$ cat src/rtl/fir_hist_pkg.sv
// fir_hist_pkg: shared types and constants for the FIR coefficient / histogram
// responder. Holds the handshake FSM state enum, default kernel geometry,
// the centre-tap index, the reset-kernel tap function and a rising-edge helper.
package fir_hist_pkg;

  localparam int NUM_COEFFS = 25;
  localparam int COEF_W     = 16;
  localparam int COEF_ONE   = 256;
  localparam int CENTER_TAP = NUM_COEFFS / 2;

  typedef enum logic [2:0] {
    IDLE   = 3'd0,
    WR_ACK = 3'd1,
    RD_REQ = 3'd2,
    RD_CAP = 3'd3,
    RD_ACK = 3'd4
  } state_t;

  // Reset kernel: identity filter, unity on the centre tap and zero elsewhere.
  function automatic int reset_tap(input int k, input int n, input int one);
    return (k == n / 2) ? one : 0;
  endfunction

  function automatic logic rising(input logic prev, input logic cur);
    return cur & ~prev;
  endfunction

endpackage

$ cat src/rtl/strobe_sync.sv
// strobe_sync: optional 2-FF synchronizer followed by an optional registered
// rising-edge detect. With SYNC_EN the input is resynchronised into clk; with
// RISE_OUT the output is a one-cycle pulse on a 0->1 transition of the level.
module strobe_sync #(
  parameter bit SYNC_EN  = 1'b1,
  parameter bit RISE_OUT = 1'b0
) (
  input  logic clk,
  input  logic rst_n,
  input  logic d,
  output logic q
);
  import fir_hist_pkg::*;

  logic lvl;

  if (SYNC_EN) begin : g_sync
    logic [1:0] sync_r;
    // Two flops in series to settle a level arriving from another domain.
    always_ff @(posedge clk or negedge rst_n) begin
      if (!rst_n) sync_r <= 2'b00;
      else        sync_r <= {sync_r[0], d};
    end
    assign lvl = sync_r[1];
  end else begin : g_direct
    assign lvl = d;
  end

  if (RISE_OUT) begin : g_rise
    logic prev;
    // Remember last cycle's level so a 0->1 step can be seen.
    always_ff @(posedge clk or negedge rst_n) begin
      if (!rst_n) prev <= 1'b0;
      else        prev <= lvl;
    end
    assign q = rising(prev, lvl);
  end else begin : g_level
    assign q = lvl;
  end

endmodule

$ cat src/rtl/fir_hist_axi_resp.sv
// fir_hist_axi_resp: pixel-domain target of the CPU strobe/ack register bridge.
// Writes land in a shadow coefficient bank that is copied to the active bank
// on the next vs_i rising edge; reads fetch one histogram bin from RAM.
// Build option: define FIR_HIST_STROBE_SYNC_EN to pass both strobes through
// 2-FF synchronizers so the CPU may sit in another clock domain (+2 cycles).
module fir_hist_axi_resp #(
  parameter int NUM_COEFFS = fir_hist_pkg::NUM_COEFFS,
  parameter int COEF_W     = fir_hist_pkg::COEF_W,
  parameter int COEF_ONE   = fir_hist_pkg::COEF_ONE,
  parameter int ADDR_W     = 8,
  parameter int BIN_W      = 16
) (
  input  logic                         clk,
  input  logic                         rst_n,
  input  logic                         axi_wr_strobe_i,
  output logic                         axi_wr_ack_o,
  input  logic                         axi_rd_strobe_i,
  output logic                         axi_rd_ack_o,
  input  logic [ADDR_W-1:0]            fir_addr_from_axi,
  input  logic [COEF_W-1:0]            fir_coeff_from_axi,
  output logic [BIN_W-1:0]             hist_bin_to_axi,
  input  logic                         vs_i,
  output logic [NUM_COEFFS*COEF_W-1:0] coef_o,
  output logic                         coef_update_o,
  output logic                         hist_rd_en_o,
  output logic [ADDR_W-1:0]            hist_rd_addr_o,
  input  logic [BIN_W-1:0]             hist_rd_data_i,
  output logic                         addr_err_o
);
  import fir_hist_pkg::*;

  state_t state, state_d;
  logic wr_req, rd_req;
  logic wr_ack_d, rd_ack_d, rd_en_d, accept;
  logic [ADDR_W-1:0] rd_addr_d, addr_q;
  logic [BIN_W-1:0]  bin_d;
  logic signed [COEF_W-1:0] data_q;
  logic signed [COEF_W-1:0] shadow [NUM_COEFFS];
  logic signed [COEF_W-1:0] active [NUM_COEFFS];
  logic pending, vs_rise, commit, wr_do, addr_ok;

`ifdef FIR_HIST_STROBE_SYNC_EN
  strobe_sync #(.SYNC_EN(1'b1), .RISE_OUT(1'b0)) u_wr_sync (
    .clk(clk), .rst_n(rst_n), .d(axi_wr_strobe_i), .q(wr_req));
  strobe_sync #(.SYNC_EN(1'b1), .RISE_OUT(1'b0)) u_rd_sync (
    .clk(clk), .rst_n(rst_n), .d(axi_rd_strobe_i), .q(rd_req));
`else
  assign wr_req = axi_wr_strobe_i;
  assign rd_req = axi_rd_strobe_i;
`endif

  strobe_sync #(.SYNC_EN(1'b0), .RISE_OUT(1'b1)) u_vs_edge (
    .clk(clk), .rst_n(rst_n), .d(vs_i), .q(vs_rise));

  assign commit  = vs_rise & pending;
  assign wr_do   = (state == WR_ACK) && !axi_wr_ack_o;
  assign addr_ok = int'(addr_q) < NUM_COEFFS;

  // Handshake next-state and next-output decode; all outputs are registered.
  always_comb begin
    state_d   = state;
    wr_ack_d  = axi_wr_ack_o;
    rd_ack_d  = axi_rd_ack_o;
    rd_en_d   = 1'b0;
    rd_addr_d = hist_rd_addr_o;
    bin_d     = hist_bin_to_axi;
    accept    = 1'b0;
    case (state)
      IDLE: begin
        // Write has priority; a simultaneous read waits for the write to finish.
        if (wr_req) begin
          state_d = WR_ACK;
          accept  = 1'b1;
        end else if (rd_req) begin
          state_d = RD_REQ;
          accept  = 1'b1;
        end
      end
      WR_ACK: begin
        if (!axi_wr_ack_o) wr_ack_d = 1'b1;
        else if (!wr_req) begin
          wr_ack_d = 1'b0;
          state_d  = IDLE;
        end
      end
      RD_REQ: begin
        rd_en_d   = 1'b1;
        rd_addr_d = addr_q;
        state_d   = RD_CAP;
      end
      // RAM latency cycle; its data is valid for the first RD_ACK edge.
      RD_CAP: state_d = RD_ACK;
      RD_ACK: begin
        if (!axi_rd_ack_o) begin
          rd_ack_d = 1'b1;
          bin_d    = hist_rd_data_i;
        end else if (!rd_req) begin
          rd_ack_d = 1'b0;
          state_d  = IDLE;
        end
      end
      default: state_d = IDLE;
    endcase
  end

  // FSM state, handshake outputs and the request address/data captured on accept.
  always_ff @(posedge clk or negedge rst_n) begin
    if (!rst_n) begin
      state           <= IDLE;
      axi_wr_ack_o    <= 1'b0;
      axi_rd_ack_o    <= 1'b0;
      hist_rd_en_o    <= 1'b0;
      hist_rd_addr_o  <= '0;
      hist_bin_to_axi <= '0;
      addr_q          <= '0;
      data_q          <= '0;
    end else begin
      state           <= state_d;
      axi_wr_ack_o    <= wr_ack_d;
      axi_rd_ack_o    <= rd_ack_d;
      hist_rd_en_o    <= rd_en_d;
      hist_rd_addr_o  <= rd_addr_d;
      hist_bin_to_axi <= bin_d;
      if (accept) begin
        addr_q <= fir_addr_from_axi;
        data_q <= fir_coeff_from_axi;
      end
    end
  end

  // Shadow/active coefficient banks; a same-edge write is left for the next frame.
  always_ff @(posedge clk or negedge rst_n) begin
    if (!rst_n) begin
      for (int k = 0; k < NUM_COEFFS; k++) begin
        shadow[k] <= COEF_W'(reset_tap(k, NUM_COEFFS, COEF_ONE));
        active[k] <= COEF_W'(reset_tap(k, NUM_COEFFS, COEF_ONE));
      end
      pending       <= 1'b0;
      coef_update_o <= 1'b0;
      addr_err_o    <= 1'b0;
    end else begin
      coef_update_o <= commit;
      if (commit) begin
        for (int k = 0; k < NUM_COEFFS; k++) active[k] <= shadow[k];
        pending <= 1'b0;
      end
      if (wr_do) begin
        if (addr_ok) begin
          for (int k = 0; k < NUM_COEFFS; k++)
            if (addr_q == ADDR_W'(k)) shadow[k] <= data_q;
          pending <= 1'b1;
        end else begin
          addr_err_o <= 1'b1;
        end
      end
    end
  end

  for (genvar g = 0; g < NUM_COEFFS; g++) begin : g_coef
    assign coef_o[g*COEF_W +: COEF_W] = active[g];
  end

endmodule
$ cat config.mk
export PLATFORM = sky130hd
export DESIGN_NAME = fir_hist_axi_resp
export DESIGN_NICKNAME = d
export VERILOG_FILES = /design/src/rtl/fir_hist_pkg.sv /design/src/rtl/strobe_sync.sv /design/src/rtl/fir_hist_axi_resp.sv
export SDC_FILE = /design/constraint.sdc
export NUM_CORES = 1
export LEC_CHECK = 0
export BUFFER_PORTS_ARGS = -buffer_cell sky130_fd_sc_hd__buf_2
export CAP_MARGIN = 20
export CORE_MARGIN = 2
export CORE_UTILIZATION = 59
export CTS_BUF_LIST = sky130_fd_sc_hd__clkbuf_2
export CTS_CLUSTER_DIAMETER = 100
export DETAILED_ROUTE_END_ITERATION = 10
export PLACE_DENSITY = 0.79
export SKIP_LAST_GASP = 1
export SLEW_MARGIN = 25
export SYNTH_ARGS = -nofsm -noshare
export SYNTH_HDL_FRONTEND = slang
export SYNTH_SLANG_ARGS = --single-unit
$ cat constraint.sdc
create_clock -name clk -period 2.95 [get_ports clk]
set_input_delay 0.4425 -clock clk [delete_from_list [all_inputs] [get_ports clk]]
set_output_delay 0.4425 -clock clk [all_outputs]
set_load 0.03 [all_outputs]
# Word-level counts from Yosys, hierarchy flattened

Index checks and enable logic that the tools add are counted.

Flip-flop bits (word level): 858
Input port bits: 45
Output and inout bits: 429
Word-level logic and storage cells: 150

Magnitude comparators: 1
Equal/unequal tests: 33
Muxes and demuxes: 17
Bitwise operators: 5
Reduce and logical (&&, ||, !) cells: 32

Operator list:

| operator                                                              | count |
|---|---|
| 3-bit AND reduction                                                   | 25 |
| 8-bit by 5-bit == test with 1-bit output (second input constant)      | 9 |
| 8-bit by 4-bit == test with 1-bit output (second input constant)      | 8 |
| 8-bit by 3-bit == test with 1-bit output (second input constant)      | 4 |
| 3-bit 2-to-1 mux                                                      | 6 |
| 8-bit by 2-bit == test with 1-bit output (second input constant)      | 2 |
| 3-bit case mux with 5 select lines                                    | 1 |
| 1-bit 2-to-1 mux                                                      | 10 |
| 8-bit by 1-bit == test with 1-bit output (second input constant)      | 1 |
| 8-bit zero test                                                       | 1 |
| 8-bit by 5-bit < comparator with 1-bit output (second input constant) | 1 |
| 2-bit inequality test (second input constant)                         | 4 |
| 3-bit by 2-bit == test with 1-bit output (second input constant)      | 2 |
| 5-bit AND reduction                                                   | 1 |
| 2-bit AND reduction                                                   | 2 |
| 3-bit by 1-bit == test with 1-bit output (second input constant)      | 1 |
| 3-bit == test (second input constant)                                 | 1 |
| 3-bit zero test                                                       | 1 |
| 3-bit inequality test (second input constant)                         | 1 |
| 1-bit inverter                                                        | 3 |
| 1-bit bitwise AND                                                     | 2 |
| 1-bit logical AND                                                     | 1 |
| 1-bit zero test                                                       | 1 |

# Depth between registers and ports, before layout

Gate-level depths: netlist of run 1.

Depth in word-level cells: 6
Gate-level depth with buffers: 7
Mapped depth without buffers: 3

# By module

A second synthesis of run 1 with hierarchy kept.

Cell total of the unflattened synthesis: 1897
Area, all modules: 32453.6 um^2

By module, submodules not included:

| module            | instances | cells each | area an instance (um^2) | seq. area each (um^2) |
|---|---|---|---|---|
| fir_hist_axi_resp | 1         | 1895       | 32414.8                 | 21448.1 |
| strobe_sync       | 1         | 2          | 38.8                    | 25.0 |

# Least setup slack after synthesis of run 1

No wires, ideal clock.

Kind: register to register
From: register axi_wr_ack_o
To: register shadow[101] (netlist name)
Library setup time: 125 ps
Arrival: 2148 ps
Required time: 2825 ps
Path slack: 676 ps
Cell stages (with the launch flop): 6
Path buffers: 2
Clock period less this slack: 2274 ps
Cell sequence: dfrtp_1 -> or4b_4 -> buf_6 -> nor4b_4 -> buf_6 -> mux2_4

Cells in the longest elaborated chain, start to end: 3

Ends and longest elaborated chain:

| element                       | RTL line                 | RTL |
|---|---|---|
| start, declared               | fir_hist_axi_resp.sv:16  | `output logic axi_wr_ack_o,` |
| start signal, assigned        | fir_hist_axi_resp.sv:119 | `axi_wr_ack_o <= wr_ack_d;` |
| 1-bit zero test               | --                       |  |
| 1-bit logical AND             | fir_hist_axi_resp.sv:56  | `assign wr_do = (state == WR_ACK) && !axi_wr_ack_o;` |
| 3-bit AND reduction (no line) | --                       |  |
| end signal, assigned by index | fir_hist_axi_resp.sv:135 | `shadow[k] <= COEF_W'(reset_tap(k, NUM_COEFFS, COEF_ONE));` |
| end signal, assigned by index | fir_hist_axi_resp.sv:150 | `if (addr_q == ADDR_W'(k)) shadow[k] <= data_q;` |
| end, declared                 | fir_hist_axi_resp.sv:38  | `logic signed [COEF_W-1:0] shadow [NUM_COEFFS];` |

No other way between the ends.
A chain may end at the register's enable or synchronous reset.

# Worst setup path in the final report of run 1

From: register axi_wr_ack_o
To: output port axi_wr_ack_o

No word-level cell between the ends.

==> impl_metrics.csv, run 1 <==
group,metric,value,unit
critical_path,path_buf_inv,1,
clocking,htreeDepth,4,
route,drtIter0Drc,994,
route,wire_per_inst,23.67,um
logic_synthesis,syn_nets,1941,
floorplanning,io_pins,474,
route,drtAntennaViolNets,0,
timing,skew,0.09852,ns
layout,seq_area,0.02147,mm2
logic_synthesis,syn_area,0.03240,mm2
logic_synthesis,synth_top_cells_by_area,"dfrtp_1, mux2_2, mux2_4",
layout,final_common_cell,"dfrtp_1",
logic_synthesis,synthCells,1896,
placement,dp_hpwl,51.32,mm
route,viasPerCell,5.539,
power,leakage,21.90,nW
floorplanning,dieArea,0.05681,mm2
layout,multiInputGateArea,0.01038,mm2
grt,grtUsageTotal,0.2970,
run_status,outcome,"finished clean",
placement,dp_slack,0.5674,ns
clocking,clk_latency,1.39,ns
grt,grt_overflow_total,0,
timing,period_needed,2.501,ns
timing,relSlewSlack,0.3341,
logic_synthesis,synth-seq-cells,858,
critical_path,path_cells,"buf_2",
critical_path,critPathCaptureType,"primary output",
route,drc_errors,0,
logic_synthesis,synth_cell_type_count,34,
layout,drive_gt1_frac,0.6227,
critical_path,cpMaxStageDelayCell,"dfrtp_1",
floorplanning,num_rows,85,
floorplanning,die_h,238.3,um
timing,rsz0062_at_grt,"false",
critical_path,critPathKind,"reg2out",
logic_synthesis,avgSynthCellArea,17.09,um2
clocking,cts_made_buffers,202,
critical_path,critPathMaxStageDelay,0.47,ns
grt,grt_pass1_vias,20940,
clocking,cts.sinks,858,
timing,maxSlewViolCount,0,
power,p_per_area,710.6,mW/mm2
clocking,cts-root-buf,"clkbuf_2",
timing,fin_setup_tns,0,ns
timing,worstMarginPinSlew,0.9988,ns
layout,area_growth,19.32,%
clocking,cts_tree,"built",
job,drv_cap,0,
placement,gp_congestion,0.8133,
hold_path,hp-class,"in2reg",
placement,io_buffers,473,
floorplanning,initial_core_util,0.5997,
timing,setup_viol,0,
layout,final_cell_mix,"dfrtp_1, mux2_2, buf_2",
grt,antenna_found_initial,5,
logic_synthesis,ys_seq_area_frac,0.6628,
floorplanning,coreArea,0.05403,mm2
clocking,clockBufferDepth,3,
logic_synthesis,yosysWarnings,0,
grt,grt_pass1_wl,125.1,mm
route,wl,82.13,mm
route,dr.pass1.iters,4,
floorplanning,fp.dieW,238.3,um
layout,fillers,3534,
critical_path,crit_family,"flip-flops",
timing,hold_violations,0,
critical_path,worstPathRequired,2.51,ns
timing,fin_ws,0.4488,ns
layout,finalNetCount,2677,
route,num_vias,19220,
clocking,path_clk_slew,0.13,ns
critical_path,crit_fanout,6,
timing,clock.fmax,399.8,MHz
power,irDropWorstVdd,0.6649,mV
logic_synthesis,yosysTopAreaCell,"dfrtp_1",
clocking,cts_resized,0,
grt,grt_max_degree,106,
critical_path,cp-start-kind,"flop",
timing,finalCritPeriodShare,0.8479,
logic_synthesis,synth_top_area_frac,0.6611,
critical_path,arrival,2.06,ns
==> metrics by stage <==
stage,hold slack (ns),power [mW],std cells,utilization,area [um2]
2_1_floorplan,0.1469,17.27,1896,-,32400
3_3_place_gp,0.4463,19.67,3011,0.6624,35790
3_5_place_dp,0.4501,19.89,3011,0.6624,35790
4_1_cts,0.1813,27.58,3468,0.7154,38650
5_1_grt,0.2542,28.81,3470,0.7156,38660
6_report,0.3998,27.47,3470,0.7156,38660
==> cell type report <==
cell class                      instances  share of cell area
Clock inverter                         44            0.005567
Antenna cell                            2           0.0001295
Inverter                                3           0.0002913
Clock buffer                          300             0.03884
Timing Repair Buffer                  655              0.1088
Multi-Input combinational cell        912              0.2684
Tap cell                              696             0.02253
Sequential cell                       858              0.5555
==> timing repair <==
action,CTS,global route
hold endpoints to repair,1168,0
buffers inserted,0,0
setup endpoints to repair,0,0
hold buffers,113,0
==> report_power, final <==
part           internal (mW)  switching, mW
logic                   2.27           3.46
clock network           2.77           4.56
registers               13.0           1.40
==> flip-flops by register name, indices dropped and copies added (netlist names), 3 cells and up <==
| register | flops |
|---|---|
| addr_q | 8 |
| coef_o | 400 |
| data_q | 16 |
| hist_bin_to_axi | 16 |
| hist_rd_addr_o | 8 |
| shadow | 400 |
| state | 3 |
==> worst paths after layout <==
path | from | to | slack [ns] | depth (start not counted)
max reg2reg | state[1] | data_q[7] | 0.51 | 4
min | hist_rd_data_i[0] | hist_bin_to_axi[0] | 0.40 | 4
min reg2reg | shadow[66] | coef_o[322] | 0.45 | 1
max in group asynchronous | rst_n | coef_o[248] | 1.90 | 5
min in group asynchronous | rst_n | shadow[302] | 0.47 | 4
max | axi_wr_ack_o | axi_wr_ack_o | 0.45 | 1
==> Yosys cell counts (all sizes together) <==
cell type	count
or4b	2
buf	42
nor4b	7
nand2b	1
mux2	848
nand3b	2
o311ai	1
clkbuf	81
a21o	1
nor3b	5
and4b	1
nor2	5
nand4	16
dfstp	2
o21ai	4
a21oi	2
and4	3
nor2b	3
dfrtp	856
a221oi	1
or3b	1
nor4	1
inv	3
nor3	3
nand2	2
and3b	3
==> routing by layer <==
layer | wire (um) | up-vias | GRT usage
met4 | 2773 | 0 | 0.1267
met1 | 32920 | 10180 | 0.3698
met3 | 5728 | 147 | 0.1015
li1 | - | 8316 | -
met2 | 40710 | 581 | 0.4773
met5 | 0 | - | 0
==> worst min-delay path: stages <==
cell	delay, ns
dlygate4sd3_1	0.52
buf_2	0.10
dlygate4sd3_1	0.53
mux2_2	0.14
==> logic make-up after synthesis <==
group                  share of synthesized area
flip-flops                                0.6628
multiplexers                              0.3005
buffers and inverters                    0.01765
AND/OR/NAND/NOR                          0.01738
AO/OA/AOI/OAI                           0.001699
Note: power is estimated with default switching activity, not from simulation.
==> run 2: changes to the inputs <==
- clock period: 2.95 -> 2.5 ns (I/O delays scaled with it)
==> impl_metrics.csv, run 2 (synthesis results as in run 1) <==
group,metric,value,unit
critical_path,critPathMaxStageDelay,0.56,ns
critical_path,critPathKind,"reg2out",
critical_path,r2r-end,"data_q[10]",
run_status,outcome,"finished clean",
layout,stdcell_area,0.04078,mm2
clocking,cts_tree,"built",
clocking,cts-root-buf,"clkbuf_2",
clocking,cts_made_buffers,204,
placement,gp_congestion,0.8109,
floorplanning,die_h,238.3,um
layout,finalNetCount,2757,
placement,placed_area,0.03602,mm2
grt,grtUsageTotal,0.3099,
critical_path,crit_family,"flip-flops",
route,wl,86.06,mm
timing,setup_viol,0,
layout,area_growth,25.88,%
power,irDropWorstVdd,0.7281,mV
route,dr.pass1.iters,5,
job,drv_cap,0,
grt,grt_pass1_vias,21830,
timing,finalCritPeriodShare,0.9818,
critical_path,reg2reg_slack,0.12,ns
critical_path,cp-start-kind,"flop",
route,drtAntennaViolNets,0,
layout,final_cell_mix,"dfrtp_1, mux2_2, clkbuf_2",
grt,grt_max_degree,91,
floorplanning,io_pins,474,
power,leakage,22.40,nW
critical_path,path_buf_inv,1,
hold_path,hp-start,"vs_i",
layout,final_common_cell,"dfrtp_1",
timing,rsz0062_at_grt,"true",
layout,drive_gt1_frac,0.6346,
timing,clock.fmax,407.4,MHz
route,num_vias,19740,
clocking,cts.sinks,858,
placement,dp_cells,3032,
placement,io_buffers,473,
timing,worstMarginPinSlew,1.067,ns
route,drtIter0Drc,1015,
clocking,clk_latency,1.41,ns
critical_path,arrival,2.08,ns
hold_path,holdPathStages,5,
hold_path,hp-class,"in2reg",
timing,hold_violations,0,
critical_path,crit_fanout,2,
critical_path,worstPathRequired,2.12,ns
placement,dp_hpwl,52.04,mm
critical_path,path_cells,"buf_6",
layout,fillers,3169,
floorplanning,initial_core_util,0.5997,
grt,antenna_found_initial,5,
critical_path,cpMaxStageDelayCell,"dfstp_2",
floorplanning,num_rows,85,
critical_path,critPathCaptureType,"primary output",
route,drc_errors,0,
timing,skew,0.1191,ns
route,viasPerCell,5.587,
clocking,clockBufferDepth,3,
power,p_per_area,808.0,mW/mm2
clocking,path_clk_slew,0.12,ns
grt,grt_overflow_total,0,
floorplanning,dieArea,0.05681,mm2
clocking,htreeDepth,4,
timing,maxSlewViolCount,0,
floorplanning,fp.dieW,238.3,um
floorplanning,coreArea,0.05403,mm2
critical_path,ff2ff_path_depth,5,
critical_path,rr_startpoint,"state[1]",
route,wire_per_inst,24.36,um
timing,period_needed,2.454,ns
grt,grt_pass1_wl,130.7,mm
timing,relSlewSlack,0.2885,
layout,final_cells,3533,
hold_path,whs_endpoint,"coef_o[303]",
timing,fin_setup_tns,0,ns
-- run 2: changes by cell type in the layout (fill, tap and decap cells not counted), sizes merged --
cell	change
inv	-2
clkbuf	-4
dlygate4sd3	+1
clkinv	-6
buf	+73
clkinvlp	+1
-- run 2: cell type report --
class | count | area, um2 | share of cell area
inverter | 3 | 11.26 | 0.0002761
tap | 696 | 870.8 | 0.02135
antenna | 2 | 5.005 | 0.0001227
multi-input combinational | 912 | 10380 | 0.2544
sequential | 858 | 21480 | 0.5266
clock buffer | 292 | 1461 | 0.03583
clock inverter | 37 | 195.2 | 0.004786
timing repair buffer | 733 | 6389 | 0.1566
-- run 2: per-layer routing --
layer	up-vias	wire length [um]	global-route usage
li1	8431	-	-
met1	10420	33610	0.3764
met2	690	43420	0.5039
met4	2	3009	0.1443
met3	193	6005	0.1041
met5	-	11	0
-- run 2: metrics by stage --
stage	utilization	hold WS (ns)	power [mW]	setup WS, ns
global placement	0.6667	0.3469	23.26	0.2403
global route	0.7549	0.1207	34.50	-0.1464
CTS	0.7515	0.05236	32.88	-0.1516
detailed placement	0.6667	0.3588	23.56	0.2033
finish	0.7549	0.2359	32.96	0.04556
floorplan	-	0.07941	20.38	0.2265
-- run 2: worst max-delay path by stage --
stage	start	end	slack, ns	cells after the start
floorplan	axi_wr_ack_o	shadow[101]	0.23	5
global placement	addr_q[7]	shadow[235]	0.24	4
detailed placement	addr_q[7]	shadow[163]	0.20	4
CTS	coef_o[200]	coef_o[200]	-0.15	1
global route	coef_o[200]	coef_o[200]	-0.15	1
finish	coef_o[200]	coef_o[200]	0.05	1
-- run 2: repair_timing --
item                                     CTS  global route
hold endpoints to repair                1306             0
gates resized for setup                  483            23
hold buffers                             114             0
endpoints found under the setup margin   271            98
setup buffers                             39            17
-- run 2: power breakdown --
| group | internal, mW | leakage (nW) | switching [mW] |
|---|---|---|---|
| registers | 15.4 | 11.9 | 1.57 |
| clock network | 3.19 | 1.30 | 5.41 |
| logic | 3.12 | 9.24 | 4.31 |
